`src/rtl/pipeline_pkg.sv`:
```
// Shared pipeline definitions for the EX-stage multiply/divide unit:
// op encodings, FSM state enum and sign helpers.
package pipeline_pkg;

    localparam int MD_WIDTH = 32;

    localparam logic [1:0] OP_MULT  = 2'b00;
    localparam logic [1:0] OP_MULTU = 2'b01;
    localparam logic [1:0] OP_DIV   = 2'b10;
    localparam logic [1:0] OP_DIVU  = 2'b11;

    typedef enum logic [1:0] {
        MD_IDLE = 2'b00,
        MD_MUL  = 2'b01,
        MD_DIV  = 2'b10,
        MD_FIX  = 2'b11
    } muldiv_state_e;

    // 0x80000000 maps to magnitude 2^31, still representable as unsigned.
    function automatic logic [MD_WIDTH-1:0] md_abs(input logic [MD_WIDTH-1:0] x,
                                                   input logic is_signed);
        return (is_signed && x[MD_WIDTH-1]) ? -x : x;
    endfunction

    function automatic logic [MD_WIDTH-1:0] md_neg(input logic [MD_WIDTH-1:0] x,
                                                   input logic en);
        return en ? -x : x;
    endfunction

    function automatic logic [2*MD_WIDTH-1:0] md_neg_dw(input logic [2*MD_WIDTH-1:0] x,
                                                        input logic en);
        return en ? -x : x;
    endfunction

endpackage

```
`src/rtl/ex_muldiv_unit.sv`:
```
// Iterative MULT/MULTU/DIV/DIVU unit holding HI/LO; one result bit per cycle.
// Valid/ready: start is taken only when the FSM is IDLE and flush is low; busy reports non-IDLE.
module ex_muldiv_unit
    import pipeline_pkg::*;
#(
    parameter int WIDTH = MD_WIDTH
) (
    input  logic             clk,
    input  logic             rst,
    input  logic             start,
    input  logic [1:0]       op,
    input  logic [WIDTH-1:0] opa,
    input  logic [WIDTH-1:0] opb,
    input  logic             flush,
    input  logic             hi_we,
    input  logic             lo_we,
    input  logic [WIDTH-1:0] wdata,
    output logic [WIDTH-1:0] hi,
    output logic [WIDTH-1:0] lo,
    output logic             busy,
    output logic             done,
    output muldiv_state_e    dbg_state
);

    localparam int CW = $clog2(WIDTH) + 1;

    muldiv_state_e      state;
    logic [CW-1:0]      cnt;
    logic [2*WIDTH-1:0] acc;
    logic [WIDTH-1:0]   mcand;
    logic               op_mul;
    logic               sign_q;
    logic               sign_r;

    logic               is_signed;
    logic [WIDTH-1:0]   a_mag;
    logic [WIDTH-1:0]   b_mag;
    logic [WIDTH:0]     mul_sum;
    logic [2*WIDTH-1:0] mul_next;
    logic [WIDTH:0]     rem_sh;
    logic [WIDTH:0]     rem_diff;
    logic [2*WIDTH-1:0] div_next;
    logic [2*WIDTH-1:0] fix_val;

    assign dbg_state = state;
    assign is_signed = ~op[0];
    assign a_mag     = md_abs(opa, is_signed);
    assign b_mag     = md_abs(opb, is_signed);

    // acc upper half: partial product / partial remainder; lower half: multiplier / quotient.
    always_comb begin
        mul_sum  = {1'b0, acc[2*WIDTH-1:WIDTH]} + (acc[0] ? {1'b0, mcand} : '0);
        mul_next = {mul_sum, acc[WIDTH-1:1]};
        rem_sh   = {acc[2*WIDTH-1:WIDTH], acc[WIDTH-1]};
        rem_diff = rem_sh - {1'b0, mcand};
        div_next = rem_diff[WIDTH] ? {rem_sh[WIDTH-1:0], acc[WIDTH-2:0], 1'b0}
                                   : {rem_diff[WIDTH-1:0], acc[WIDTH-2:0], 1'b1};
        fix_val  = op_mul ? md_neg_dw(acc, sign_q)
                          : {md_neg(acc[2*WIDTH-1:WIDTH], sign_r), md_neg(acc[WIDTH-1:0], sign_q)};
    end

    always_ff @(posedge clk or negedge rst) begin
        if (!rst) begin
            state  <= MD_IDLE;
            cnt    <= '0;
            acc    <= '0;
            mcand  <= '0;
            op_mul <= 1'b0;
            sign_q <= 1'b0;
            sign_r <= 1'b0;
            hi     <= '0;
            lo     <= '0;
            busy   <= 1'b0;
            done   <= 1'b0;
        end else begin
            done <= 1'b0;
            if (flush) begin
                state <= MD_IDLE;
                busy  <= 1'b0;
                cnt   <= '0;
            end else begin
                case (state)
                    MD_IDLE: begin
                        if (start) begin
                            cnt    <= '0;
                            busy   <= 1'b1;
                            op_mul <= ~op[1];
                            if (op[1] && opb == '0) begin
                                // Divide by zero: raw result, no sign processing.
                                acc    <= {opa, {WIDTH{1'b1}}};
                                sign_q <= 1'b0;
                                sign_r <= 1'b0;
                                state  <= MD_FIX;
                            end else begin
                                sign_q <= is_signed & (opa[WIDTH-1] ^ opb[WIDTH-1]);
                                sign_r <= is_signed & opa[WIDTH-1];
                                if (op[1]) begin
                                    acc   <= {{WIDTH{1'b0}}, a_mag};
                                    mcand <= b_mag;
                                    state <= MD_DIV;
                                end else begin
                                    acc   <= {{WIDTH{1'b0}}, b_mag};
                                    mcand <= a_mag;
                                    state <= MD_MUL;
                                end
                            end
                        end else begin
                            if (hi_we) hi <= wdata;
                            if (lo_we) lo <= wdata;
                        end
                    end
                    MD_MUL, MD_DIV: begin
                        acc <= (state == MD_MUL) ? mul_next : div_next;
                        cnt <= cnt + 1'b1;
                        if (cnt == CW'(WIDTH - 1)) state <= MD_FIX;
                    end
                    MD_FIX: begin
                        {hi, lo} <= fix_val;
                        done     <= 1'b1;
                        busy     <= 1'b0;
                        cnt      <= '0;
                        state    <= MD_IDLE;
                    end
                    default: state <= MD_IDLE;
                endcase
            end
        end
    end

endmodule
```
`config.mk`:
```
export PLATFORM = sky130hd
export DESIGN_NAME = ex_muldiv_unit
export DESIGN_NICKNAME = d
export VERILOG_FILES = /design/src/rtl/pipeline_pkg.sv /design/src/rtl/ex_muldiv_unit.sv
export SDC_FILE = /design/constraint.sdc
export NUM_CORES = 1
export LEC_CHECK = 0
export ABC_AREA = 0
export BUFFER_PORTS_ARGS = -buffer_cell sky130_fd_sc_hd__buf_2
export CAP_MARGIN = 5
export CORE_AREA = 10 10 199 201
export CTS_BUF_LIST = sky130_fd_sc_hd__clkbuf_16
export DETAILED_ROUTE_END_ITERATION = 16
export DIE_AREA = 0 0 209 211
export PLACE_DENSITY = 0.71
export SYNTH_ARGS = -nofsm -noshare
export SYNTH_HDL_FRONTEND = slang
export SYNTH_SLANG_ARGS = --single-unit
export TNS_END_PERCENT = 30
```
`constraint.sdc`:
```
create_clock -name clk -period 7.49 [get_ports clk]
set_input_delay 0.3745 -clock clk [delete_from_list [all_inputs] [get_ports clk]]
set_output_delay 0.3745 -clock clk [all_outputs]
set_load 0.01 [all_outputs]
```
* Word level (Yosys, flattened, before mapping)
Cells that the tools add are included.
** Cells by class
- Multiplexer cells :: 36
- Reduce and logical (&&, ||, !) cells :: 16
- Add/sub/neg operators :: 8
- Equal/unequal tests :: 10
- Bitwise operators :: 7
** Operator list (count)
- $mux 64 :: 6
- $mux 32 :: 11
- $neg 32->32 :: 4
- $pmux 32 s2 :: 2
- $pmux 64 s2 :: 1
- $neg 64->64 :: 1
- $add 32x32->33 :: 1
- $sub 33x32->33 :: 1
- $logic_not 32->1 :: 1
- $pmux 6 s3 :: 1
- $mux 6 :: 2
- $reduce_and 4->1 :: 3
- $mux 2 :: 5
- $ne 2x2->1 const B :: 4
- $add 6x1->6 const B :: 1
- $eq 6x5->1 const B :: 1
- $mux 1 :: 6
- $ne 3x3->1 const B :: 2
- $pmux 2 s3 :: 1
- $reduce_and 3->1 :: 2
- $eq 2x2->1 const B :: 2
- $not 1->1 :: 4
- $reduce_and 2->1 :: 2
- $reduce_bool 2->1 :: 2
- other kinds (8) :: 11
** Word-level totals
- Register bits :: 173
- Output and inout bits :: 68
- Input port bits :: 104

* Depth between registers and ports, before layout
Gate-level depths: netlist of the first run.
- Depth after elaboration :: 7
- Mapped depth :: 15
- Gate-level depth less buffers :: 13

* Worst setup path after synthesis of the first run
Ideal clock, no wire load.
- Kind :: reg-to-reg
- From :: reg acc[0]
- To :: reg acc[61]
- Setup time :: 0.095 ns
- Arrival :: 3.294 ns
- Slack :: 4.100 ns
- Data required time :: 7.395 ns
- Stages on the path, launching flop included :: 15
- Path through :: dfrtp_1 > inv_1 > buf_1 > nor2_1 > ha_1 > a21o_1 > a221oi_1 > o21bai_1 > a211oi_1 > o21ai_1 > a211oi_1 > o21ai_0 > a21o_1 > and3_1 > o31ai_1
** Between the ends
- Word-level cells in the longest chain between the ends :: 4
** RTL lines
- start: declaration :: RTL line ex_muldiv_unit.sv:29 : logic [2*WIDTH-1:0] acc;
- start signal: assignment :: RTL line ex_muldiv_unit.sv:90 : acc <= {opa, {WIDTH{1'b1}}};
- start signal: assignment :: RTL line ex_muldiv_unit.sv:98 : acc <= {{WIDTH{1'b0}}, a_mag};
- start signal: assignment :: RTL line ex_muldiv_unit.sv:102 : acc <= {{WIDTH{1'b0}}, b_mag};
- $mux 32 :: RTL line ex_muldiv_unit.sv:52 : mul_sum = {1'b0, acc[2*WIDTH-1:WIDTH]} + (acc[0] ? {1'b0, mcand} : '0);
- $add 32x32->33 :: RTL line ex_muldiv_unit.sv:52
- $mux 64 :: RTL line ex_muldiv_unit.sv:113 : acc <= (state == MD_MUL) ? mul_next : div_next;
- $pmux 64 s2 :: RTL line ex_muldiv_unit.sv:82 : case (state)
Every way passes these cells.
A chain may end at the register's enable or synchronous reset.

* Final worst setup path of the first run
Ends and elaborated chain as after synthesis.

==> summary.md, run 1 <==
| Metric | Value |
|---|---|
| Startpoint Class | `flip-flop` |
| Max-slew violation count | `0` |
| Antenna-violating nets left | `0` |
| Core area | `0.03540 mm2` |
| DRT Pass-1 Iters | `8` |
| Fin Setup TNS | `0 ps` |
| H-tree levels | `4` |
| Hold/Removal Path Class | `input pin to async pin` |
| I/O pin cnt | `172` |
| Yosys cell types | `between 70 and 80` |
| Unrepaired setup endpoints after global routing | `false` |
| TritonCTS Buffers | `17` |
| Sink Count | `roughly 170` |
| Worst-path fanout max | `33` |
| Wire per inst | `22.99 um` |
| GPL Wtd Cong | `between 1 and 1.5` |
| Area growth syn-to-layout | `11.02%` |
| Top FF cell, synth | `dfrtp_1` |
| Reg-to-reg setup timing slack | `2670 ps` |
| Sequential fraction of the synthesis area | `27.88%` |
| Kind of critical path | `flip-flop to flip-flop` |
| CP Capture Type | `flip-flop` |
| Starting Density | `approximately 44%` |
| Ys async rst share | `100.0%` |
| Die area | `about 0.044 mm2` |
| Cts hold-fix bufs | `0` |
| Synthesized area | `0.01553 mm2` |
| Crit path DAT | `between 5000 and 6000 ps` |
| Postcts setup bufs | `0` |
| Max Clk Rate | `~210 MHz` |
| Pwr dens | `approximately 480 mW/mm2` |
| WL final | `roughly 59000 um` |
| Synth warn | `0` |
| Drt via density | `6.204` |
| Die W | `roughly 210 um` |
| Synth top area share | `between 20 and 30%` |
| Total power | `8.309 mW` |
| Final worst path period share | `roughly 64%` |
| Vias in the first global route | `roughly 15000` |
| CTS Buffer Depth | `2` |
| Worst r2r src | `acc[0]` |
| Clock Latency Late Sink | `roughly 460 ps` |
| Layout cell share with drive strength beyond 1 | `13.15%` |
| FF-to-FF End | `acc[61]` |
| Fin. Hold Viols | `0` |
| CTS-repair resized insts | `0` |
| Worst Max-Slew Pin Slew | `between 1000 and 1500 ps` |
| Via count | `about 16000` |
| Reg2reg path depth | `13` |
| TritonCTS clock tree | `built` |
| First-pass GRT wire length | `roughly 90000 um` |
| Clock Skews | `between 10 and 15 ps` |
| Initial antenna violation count | `1` |
| Grt ovf | `0` |
| Seq cells post-synth | `roughly 170` |
| Largest net degree at the start of global routing | `~100` |
| Synth Net Count | `2200` |
| Setup violators final | `0` |
| Port buffer count | `between 150 and 200` |
| DR DRC count | `0` |
| Synthesized area per cell | `between 7 and 8 um2` |
| Ant. Diodes | `0` |
| Min Tclk post-route | `slightly below 5000 ps` |
| DP HPWL | `roughly 46000 um` |
| Max_cap viols | `0` |
| Clk root buf | `clkbuf_16` |
| FP Rows | `just under 70` |
| Synth top area cells | `dfrtp_1 (28%), o21ai_0 (6.9%), a21oi_1 (6.8%)` |
| Leakage power | `roughly 7.7 nW` |
| Fin nets | `around 2300` |
| Status | `completed` |
| Slew HR | `between 10% and 20%` |
| Crit path required time | `around 8000 ps` |
| Cell accounting for the most synthesized area | `dfrtp_1` |
| Clk slew on worst S/H paths | `80 ps` |
| Die Ht | `~210 um` |
| Post-synth EDFFs | `0` |
| Maximum VDD drop | `0.2053 mV` |
| All-layer global routing usage | `a little over a quarter` |
| DRT iter0 DRCs | `roughly 1900` |
| Cell count after synthesis | `between 2000 and 2500` |
[worst max path at each step]
| stage | slack, ps | from | end |
|---|---|---|---|
| 2_1_floorplan | 4100 | acc[0] | acc[61] |
| 4_1_cts | 2680 | acc[0] | acc[61] |
| 6_report | 2670 | acc[0] | acc[61] |
| 3_5_place_dp | 2730 | acc[0] | acc[61] |
| 5_1_grt | 2330 | acc[0] | acc[59] |
| 3_3_place_gp | 2880 | acc[0] | acc[61] |
[flip-flops by register name, indices dropped and copies added (netlist names), 2 cells and up]
signal     count
dbg_state      2
lo            32
hi            32
acc           64
cnt            6
mcand         32
[through the flow]
step	area, um2	cells	utilization (%)	hold WS (ps)	setup slack (ps)
after floorplan	15530	2022	-	78.91	4100
after global placement	16640	2551	47.02	454.3	2879
after detailed placement	16640	2551	47.02	466.1	2727
after CTS	17240	2583	48.71	89.21	2680
after global routing	17240	2583	48.71	116.3	2328
final	17240	2583	48.71	51.13	2673
[synthesized netlist by cell type (25+ instances only)]
master / count
mux2i_1: 38
nor3_1: 36
inv_1: 64
a21o_1: 56
ha_1: 72
dfrtp_1: 173
a21oi_1: 211
o21ai_0: 215
a31oi_1: 26
nand2_1: 227
o31ai_1: 25
xor2_1: 85
clkbuf_1: 92
nor2_1: 197
nand3_1: 29
a211oi_1: 29
mux2_2: 32
xnor2_1: 88
[logic make-up after synthesis]
kind of cell | after synthesis | synth area share, %
AND/OR/NAND/NOR | 647 | 19.32
adder cells (fa/ha/maj) | 74 | 6.059
flip-flops | 173 | 27.88
multiplexers | 70 | 4.770
XOR/XNOR | 173 | 9.757
buffers and inverters | 182 | 4.528
AO/OA/AOI/OAI | 703 | 27.69
[per-layer routing]
metal	global-route usage [%]	part of all wire, %
met1	33.74	42
met2	40.42	44
met3	5.293	8.9
met4	13.27	5.4
met5	0	0.020
[final cells by class]
class,instances,area [um2]
repair buffers,184,959.7
clock inverters,15,171.4
clock buffers,17,425.4
fillers,3506,18150
multi-input cells,1667,10530
inverters,66,247.7
flip-flops and latches,173,4329
well taps,461,576.8
[critical path, cell delays in order, from the launching register on]
cell      delay [ps]
dfrtp_1          430
inv_1            870
nor2_1           240
fa_1             500
a21o_1           210
a221oi_1         570
o21bai_1         240
a211oi_1         420
o21ai_1          170
a211oi_1         370
o21ai_0          130
a21o_1           190
and3_1           170
o31ai_1          210
[where the power goes]
| group | switching (mW) | leakage (nW) | internal [mW] | total, mW |
|---|---|---|---|---|
| clock | 0.468 | 0.290 | 0.477 | 0.945 |
| combinational | 3.37 | 5.26 | 2.06 | 5.42 |
| sequential | 0.586 | 2.16 | 1.36 | 1.94 |
| total | 4.42 | 7.71 | 3.89 | 8.31 |
[placed cells by master, fill, tap and decap left out, types with 16 or more instances in the layout]
cell type  instances
ha_1              69
nand2_1          226
mux2_2            32
dfrtp_1          173
o41ai_1           16
nor3_1            36
and3_1            20
o21ai_0          215
mux2i_1           38
a31oi_1           26
nor2_1           197
nand2b_1          20
nand4_1           16
xor2_1            85
xnor2_1           88
clkbuf_16         17
a21oi_1          210
a211oi_1          29
o31ai_1           25
buf_2            170
a21o_1            55
inv_1             64
nor2b_1           20
nand3_1           29
Note: power is estimated with default switching activity, not from simulation.
==> run 2, diff against run 1 <==
clock period = 4.53 ns   (was 7.49 ns; I/O delays follow)
==> summary.md, run 2 (synthesized netlist as in run 1, its figures left out) <==
| Metric | Value |
|---|---|
| FP Rows | `69 (unchanged)` |
| Die Ht | `211 um (unchanged)` |
| Finished Layout Cells | `2614 (was 2583)` |
| Sink Count | `173 (unchanged)` |
| WHS Path Cells | `2` |
| Max-slew violation count | `0 (unchanged)` |
| Worst r2r src | `acc[31] (was acc[0])` |
| Leakage power | `7.889 nW (was 7.715 nW)` |
| CTS Buffer Depth | `2 (unchanged)` |
| CP max stage cell | `o311ai_4 (was inv_1)` |
| Crit path required time | `4870 ps (was 7870 ps)` |
| Die W | `209 um (unchanged)` |
| Initial antenna violation count | `0 (was 1)` |
| Reg2reg path depth | `14 (was 13)` |
| Fin Setup TNS | `0 ps (unchanged)` |
| Crit path DAT | `4400 ps (was 5190 ps)` |
| Clock Latency Late Sink | `470 ps (was 460 ps)` |
| DRT Pass-1 Iters | `6 (was 8)` |
| Area growth syn-to-layout | `12.85% (was 11.02%)` |
| Kind of critical path | `flip-flop to flip-flop (unchanged)` |
| Reg-to-reg setup timing slack | `470 ps (was 2670 ps)` |
| Postcts setup bufs | `0 (unchanged)` |
| Clock Skews | `16.80 ps (was 13.98 ps)` |
| Ant. Diodes | `0 (unchanged)` |
| Worst-path fanout max | `30 (was 33)` |
| Layout cell share with drive strength beyond 1 | `14.40% (was 13.15%)` |
| CP Capture Type | `flip-flop (unchanged)` |
| I/O pin cnt | `172 (unchanged)` |
| CP dominant cell by count | `a21oi_1` |
| Final hold slack | `81.35 ps (was 51.13 ps)` |
| Cell Chain, Critical Path | `inv_1 > ha_1 > fa_1 > nand2b_1 > a21oi_1 > or3_1 > a21oi_1 > o31a_1 > a31oi_1 > o311ai_4 > buf_12 > mux2_2 > o21ai_0 > nand3_1 (was inv_1 > nor2_1 > fa_1 > a21o_1 > a221oi_1 > o21bai_1 > a211oi_1 > o21ai_1 > a211oi_1 > o21ai_0 > a21o_1 > and3_1 > o31ai_1)` |
| FF-to-FF End | `acc[39] (was acc[61])` |
| Hold/Removal Path Class | `input pin to flip-flop (was input pin to async pin)` |
| TritonCTS Buffers | `17 (unchanged)` |
| Status | `completed (unchanged)` |
| Worst hold endpoint | `cnt[0]` |
| Setup violators final | `0 (unchanged)` |
| Clk slew on worst S/H paths | `80 ps (about the same)` |
| Slowest stage delay, CP | `710 ps (was 870 ps)` |
| DRT iter0 DRCs | `1737 (was 1916)` |
| Commonest cells after routing, fill and taps aside | `nand2_1 (226), o21ai_0 (215), a21oi_1 (210) (unchanged)` |
| All-layer global routing usage | `26.29% (was 26.03%)` |
| DR DRC count | `0 (unchanged)` |
| DP HPWL | `47120 um (was 46030 um)` |
| WL final | `60330 um (was 59390 um)` |
| Grt ovf | `0 (unchanged)` |
| Largest register FFs | `64 (unchanged)` |
| Unrepaired setup endpoints after global routing | `false (unchanged)` |
| Port buffer count | `171 (unchanged)` |
| Startpoint Class | `flip-flop (unchanged)` |
| Fin. Hold Viols | `0 (unchanged)` |
| Min Tclk post-route | `4062 ps (was 4817 ps)` |
| Vias in the first global route | `15353 (was 15380)` |
| Most common cell after layout, fill and taps aside | `nand2_1 (unchanged)` |
| Antenna-violating nets left | `0 (unchanged)` |
| Worst Max-Slew Pin Slew | `1142 ps (was 1259 ps)` |
| Via count | `16244 (was 16026)` |
| Core area | `0.03540 mm2 (unchanged)` |
| Max_cap viols | `0 (unchanged)` |
| Largest net degree at the start of global routing | `102 (was 103)` |
| Die area | `0.04410 mm2 (unchanged)` |
| Clk root buf | `clkbuf_16 (unchanged)` |
| Slew HR | `23.70% (was 15.60%)` |
| Reg with most FFs | `acc (unchanged)` |
| Drt via density | `6.214 (was 6.204)` |
| Max Clk Rate | `246.2 MHz (was 207.6 MHz)` |
| Maximum VDD drop | `0.5512 mV (was 0.2053 mV)` |
| First-pass GRT wire length | `91070 um (was 90310 um)` |
| GPL Wtd Cong | `1.007 (about the same)` |
| Starting Density | `43.87% (unchanged)` |
| Placed Cells | `2581 (was 2551)` |
| TritonCTS clock tree | `built (unchanged)` |
| Pwr dens | `798.2 mW/mm2 (was 481.9 mW/mm2)` |
| H-tree levels | `4 (unchanged)` |
| Fin nets | `2318 (was 2287)` |
| Critical hold path startpoint | `flush` |
| Final worst path period share | `89.67% (was 64.31%)` |
| Wire per inst | `23.08 um (was 22.99 um)` |
## run 2: cell types whose count changed in the layout (fill, tap and decap cells not counted), sizes merged
| cell | delta |
|---|---|
| buf | +30 |
| dlygate4sd3 | +1 |
| clkinv | +1 |
| inv | -1 |
## run 2: area by class of cell
| class | instances | area [um2] |
|---|---|---|
| clock buffer | 17 | 425.4 |
| clock inverter | 15 | 191.4 |
| fill | 3543 | 17870 |
| inverter | 66 | 247.7 |
| multi-input combinational | 1667 | 10520 |
| sequential | 173 | 4329 |
| tap | 461 | 576.8 |
| timing repair buffer | 215 | 1232 |
## run 2: how the worst max path moves through the flow
stage,from,endpoint,cells past startpoint
floorplan,acc[0],acc[61],14
global route,acc[31],acc[39],14
detailed placement,acc[31],acc[39],14
CTS,acc[31],acc[39],14
global placement,acc[31],acc[39],14
finish,acc[31],acc[39],14
## run 2: timing repair
action	CTS	global route
endpoints found under the hold margin	72	0
gates resized for setup	0	0
hold buffers	1	0
## run 2: critical path, delay by kind of cell (launching register included)
family | cells | cell delay (ps)
flip-flops | 1 | 470
AO/OA/AOI/OAI | 6 | 1610
adder cells (fa/ha/maj) | 2 | 430
multiplexers | 1 | 360
AND/OR/NAND/NOR | 3 | 640
buffers and inverters | 2 | 400
## run 2: through the flow
| step | setup WS (ps) | util (%) | total power, mW | cell area, um2 |
|---|---|---|---|---|
| 2_1_floorplan | 1140 | - | 9.328 | 15530 |
| 3_3_place_gp | 589.3 | 47.74 | 12.08 | 16900 |
| 3_5_place_dp | 557.8 | 47.74 | 12.19 | 16900 |
| 4_1_cts | 531.1 | 49.51 | 13.80 | 17530 |
| 5_1_grt | 281.7 | 49.51 | 15.02 | 17530 |
| 6_report | 468.0 | 49.51 | 13.99 | 17530 |
## run 2: report_power, final
group | internal, mW | switching [mW]
combinational | 3.57 | 5.77
sequential | 2.24 | 0.830
clock | 0.798 | 0.782
## run 2: per-layer routing
metal | global-route usage (%) | part of all wire (%) | vias up
met5 | 0 | 0 | -
met1 | 33.65 | 41 | 7733
met3 | 6.993 | 9.8 | 124
li1 | - | - | 7548
met2 | 40.62 | 44 | 839
met4 | 12.23 | 5.0 | 0
